===== src/rtl/fifo_bit_serializer.sv =====
// fifo_bit_serializer
//   Drain stage for the synchronous FIFO. It is the only reader of the FIFO.
//   Each word is fetched with a single fifo_rd_en pulse and loaded on the
//   following cycle, when the registered read data is valid. The word is then
//   shifted out one bit at a time over a valid/ready handshake. Every output
//   is decoded from registered state, so no input reaches an output through
//   combinational logic.
//
// Ports
//   clk         in   rising-edge clock
//   rst         in   asynchronous, active-high reset
//   fifo_empty  in   FIFO empty flag
//   fifo_data   in   FIFO registered read data (valid the cycle after rd_en)
//   fifo_rd_en  out  FIFO read strobe, one-cycle pulse per word
//   ser_ready   in   downstream accepts ser_bit this cycle
//   ser_valid   out  ser_bit is valid
//   ser_bit     out  serial data bit
//   ser_last    out  ser_bit is the final bit of the current word
//   busy        out  state is not IDLE
//   word_count  out  words fully transferred since reset (wraps silently)
module fifo_bit_serializer #(
    parameter int DATA_WIDTH = 4,
    parameter bit MSB_FIRST  = 1'b1,
    parameter int CNT_WIDTH  = 16
) (
    input  logic                  clk,
    input  logic                  rst,
    input  logic                  fifo_empty,
    input  logic [DATA_WIDTH-1:0] fifo_data,
    output logic                  fifo_rd_en,
    input  logic                  ser_ready,
    output logic                  ser_valid,
    output logic                  ser_bit,
    output logic                  ser_last,
    output logic                  busy,
    output logic [CNT_WIDTH-1:0]  word_count
);

    localparam int BW = (DATA_WIDTH > 1) ? $clog2(DATA_WIDTH) : 1;
    localparam logic [BW-1:0] LAST_IDX = BW'(DATA_WIDTH - 1);

    typedef enum logic [1:0] {
        IDLE,
        FETCH,
        LOAD,
        SHIFT
    } state_t;

    state_t                 state_q;
    state_t                 state_d;
    logic [DATA_WIDTH-1:0]  shift_q;
    logic [BW-1:0]          bit_cnt_q;
    logic [CNT_WIDTH-1:0]   word_count_q;
    logic                   at_last;
    logic                   xfer;

    assign at_last = (bit_cnt_q == LAST_IDX);
    assign xfer    = (state_q == SHIFT) && ser_ready;

    // State register
    always_ff @(posedge clk or posedge rst) begin
        if (rst) begin
            state_q <= IDLE;
        end else begin
            state_q <= state_d;
        end
    end

    // Next-state logic
    always_comb begin
        state_d = state_q;
        case (state_q)
            IDLE: begin
                if (!fifo_empty) begin
                    state_d = FETCH;
                end
            end
            FETCH: state_d = LOAD;
            LOAD:  state_d = SHIFT;
            SHIFT: begin
                // After the final bit, go straight back to FETCH when more data
                // is waiting so back-to-back words cost only a two-cycle gap.
                if (xfer && at_last) begin
                    state_d = fifo_empty ? IDLE : FETCH;
                end
            end
            default: state_d = IDLE;
        endcase
    end

    // Datapath: shift register, bit counter, completed-word counter
    always_ff @(posedge clk or posedge rst) begin
        if (rst) begin
            shift_q      <= '0;
            bit_cnt_q    <= '0;
            word_count_q <= '0;
        end else begin
            if (state_q == LOAD) begin
                shift_q   <= fifo_data;
                bit_cnt_q <= '0;
            end else if (xfer) begin
                if (at_last) begin
                    word_count_q <= word_count_q + CNT_WIDTH'(1);
                end else begin
                    bit_cnt_q <= bit_cnt_q + BW'(1);
                    if (MSB_FIRST) begin
                        shift_q <= {shift_q[DATA_WIDTH-2:0], 1'b0};
                    end else begin
                        shift_q <= {1'b0, shift_q[DATA_WIDTH-1:1]};
                    end
                end
            end
        end
    end

    // Output decode
    always_comb begin
        fifo_rd_en = (state_q == FETCH);
        ser_valid  = (state_q == SHIFT);
        busy       = (state_q != IDLE);
        ser_last   = (state_q == SHIFT) && at_last;
        // Gated so ser_bit reads 0 whenever no bit is being offered.
        ser_bit    = (state_q == SHIFT) &&
                     (MSB_FIRST ? shift_q[DATA_WIDTH-1] : shift_q[0]);
        word_count = word_count_q;
    end

endmodule

===== config.mk =====
export PLATFORM = sky130hd
export DESIGN_NAME = fifo_bit_serializer
export DESIGN_NICKNAME = d
export VERILOG_FILES = /design/src/rtl/fifo_bit_serializer.sv
export SDC_FILE = /design/constraint.sdc
export NUM_CORES = 1
export LEC_CHECK = 0
export ABC_AREA = 1
export BUFFER_PORTS_ARGS = -buffer_cell sky130_fd_sc_hd__buf_2
export CAP_MARGIN = 10
export CORE_MARGIN = 8
export CORE_UTILIZATION = 40
export CTS_BUF_LIST = sky130_fd_sc_hd__clkbuf_2
export DETAILED_ROUTE_END_ITERATION = 8
export GPL_ROUTABILITY_DRIVEN = 0
export PLACE_DENSITY = 0.61
export RECOVER_POWER = 100
export SYNTH_ARGS = -nofsm -noshare
export SYNTH_HDL_FRONTEND = slang
export SYNTH_SLANG_ARGS = --single-unit

===== constraint.sdc =====
create_clock -name clk -period 3.97 [get_ports clk]
set_clock_uncertainty 0.2 [all_clocks]
set_input_delay 0.397 -clock clk [delete_from_list [all_inputs] [get_ports clk]]
set_output_delay 0.397 -clock clk [all_outputs]
set_load 0.05 [all_outputs]

==> results_dict.tcl <==
set metrics [dict create \
    crit_chain "inv_1, ha_1, inv_1, nand2_2, nor2_1, nand2_1, nor2_1, nand2_1, nand2_1, nand2_1" \
    cpMostUsedCell "nand2_1" \
    synthMuxAreaShare_pct 0 \
    cts.sinks 24 \
    min_period_ns 2.409 \
    status "completed" \
    numCtsBuffers 3 \
    fp.dieW_um 74.26 \
    final.setup.tns_ns 0 \
    wire_per_inst_um 11.86 \
    crit_slowest_cell "dfrtp_1" \
    antenna_cells 0 \
    grt_pass1_vias 1086 \
    drive_gt1_share_pct 7.368 \
    hold_class "in2async" \
    clockBufferDepth 2 \
    postPlaceCellArea_sq_um 1555 \
    synth_top_area_share_pct 44.24 \
    first_pass_iters 4 \
    std_cell_rows 21 \
    instances_no_fill 236 \
    synth-compound-area-share_pct 6.083 \
    use_met2_pct 16.60 \
    crit_family "simple AND/OR/NAND/NOR gates" \
    viasPerCell 4.542 \
    antenna_found_initial 0 \
    avgSynthCellArea_sq_um 8.592 \
    busiest_layer "met2" \
    setup_viol 0 \
    dieArea_sq_um 5514 \
    fin_area_sq_um 1486 \
    cts_tree "yes" \
    crit_type "reg2reg" \
    path_buf_inv 2 \
    vias 1072 \
    clock.fmax_mhz 415.1 \
    grt_pass1_wl_um 4843 \
    crit_fanout 7 \
    clkSlewWorstSetupHoldPaths_ns 0.23 \
    areaGrowthSynthToFinish_pct 9.493 \
    synth-seq-cells 24 \
    postCtsSetupRepairBufs 0 \
    cts_max_level 1 \
    cap_viol_max_count 0 \
    overflow 0 \
    synth-adder-area-share_pct 7.373 \
    synth.distinct_cells 21 \
    synth-warning-count 0 \
    ios 29 \
    ctsHoldBuffers 0 \
    rsz0062_at_grt "no" \
    synth_top_area_cell "dfrtp_1" \
    syn_nets 174 \
    slew_violations 0 \
    core_area_sq_um 3311 \
    tightestPinTransition_ns 0.9083 \
    clock_latency_ns 0.33 \
    start_util_pct 41.01 \
    relSlewSlack_pct 39.38 \
    power_density_nw_per_um2 467.0 \
    ir_drop_mv 0.3423 \
    syn_area_sq_um 1358 \
    drt_first_iter_violations 63 \
    synthXorXnorAreaFrac_pct 6.452 \
    p_leak_uw 0.0007885 \
    grt_start_max_net_pins 25 \
    track_usage_pct 11.11 \
    drt_wl_total_um 2799 \
    synth_top_family_by_area "simple AND/OR/NAND/NOR gates" \
    synth_cells 158 \
    hpwl_um 2140 \
    ant_nets 0 \
    hold_violations 0 \
    use_met3_pct 2.561 \
    place_inst 232 \
    max_stage_delay_ns 0.49 \
    end_kind "register" \
    cp-start-kind "register" \
    drc 0 \
    die_h_um 74.26 \
    synth-simple-area-share_pct 29.22 \
    cts_resized 0 \
    finalCritPeriodShare_pct 60.68 \
    netlist_top_cells_area "dfrtp_1 (44%), nand2_1 (11%), ha_1 (7.4%)" \
    grtUsageMet1_pct 14.98 \
    cts-root-buf "clkbuf_2" \
    fin_nets 207 \
    arrival_ns 2.47 \
    crit_required_ns 4.04 \
    port_buffers 28 \
    yosysSeqAreaShare_pct 44.24 \
]
Yosys cell counts:
cell and instances:
ha_1 8, xor2_1 5, nand3b_1 3, nor2_4 5, inv_2 1, a22o_1 2
nor2_8 1, nand2_2 2, nand3_1 6, nor3_1 1, a22oi_1 1, o211ai_1 1
xnor2_1 5, nand4_1 1, dfrtp_1 24, o21ai_0 9, nand2_1 41, nand2_4 3
a21oi_1 1, inv_1 23, nor2_1 15
sequential cells by signal (all words and copies together) (netlist names):
register and flops:
bit_cnt_q 2, word_count 16, state_q 2, shift_q 4
cell type report:
type	count	area, sq um
well taps	46	57.56
repair buffers	28	113.9
multi-input cells	110	605.6
clock inverters	1	3.754
fillers	368	1824
clock buffers	3	15.01
inverters	24	90.09
flip-flops and latches	24	600.6
final timing paths:
check / startpoint / endpoint / slack (ns) / cells past startpoint
setup reg to reg: state_q[0] / word_count[15] / 1.56 / 10
min in group clk: fifo_data[1] / shift_q[1] / 0.08 / 3
max in group asynchronous: rst / state_q[1] / 3.00 / 2
setup / recovery: state_q[0] / word_count[15] / 1.56 / 10
hold / removal: rst / word_count[1] / 0.01 / 2
hold reg to reg: bit_cnt_q[0] / bit_cnt_q[0] / 0.30 / 1
placed cells by master, fill, tap and decap left out, drive strengths merged:
cell type  synthesis  final
nand4              1      1
o21ai              9      9
ha                 8      8
nand3b             3      3
dfrtp             24     24
nand3              6      6
clkinv             0      1
a22oi              1      1
buf                0      7
nand2             46     46
a21oi              1      1
xor2               5      5
nor3               1      1
inv               24     24
clkbuf             0     24
xnor2              5      5
nor2              21     21
o211ai             1      1
a22o               2      2
metal layers:
metal | vias up | share of wire, % | wire length, um
li1 | 551 | - | -
met1 | 486 | 50 | 1410
met2 | 25 | 43 | 1198
met3 | 10 | 5.0 | 140
met4 | 0 | 1.8 | 50
met5 | - | 0 | 0
per-stage QoR:
stage	hold WS [ns]	util (%)	worst slack, ns	power, uW
finish	0.01165	44.90	1.561	694.1
floorplan	0.2116	-	2.178	553.3
global placement	0.2648	46.98	2.148	606.0
global route	0.07058	44.90	1.369	747.7
detailed placement	0.2784	46.98	2.048	615.9
CTS	0.03832	47.54	1.872	712.2
where the power goes:
part	switching (uW)	leakage [uW]	internal, uW
clock network	71.9	0.0000140	21.9
logic	201	0.000456	79.6
registers	34.1	0.000318	286
total	307	0.000789	387
cells by family (layout without fill, tap and decap cells):
group / after synthesis / count (layout)
simple gates: 78 / 78
flops: 24 / 24
buf+inv: 24 / 56
compound gates: 14 / 14
xor+xnor: 10 / 10
fa+ha+maj: 8 / 8
worst reg2reg max path, delay by kind of cell (launching register included):
kind	cells	cell delay, ns
fa+ha+maj	1	0.30
buf+inv	2	0.24
flops	1	0.49
simple gates	7	1.13
Note: power is estimated with default switching activity, not from simulation.
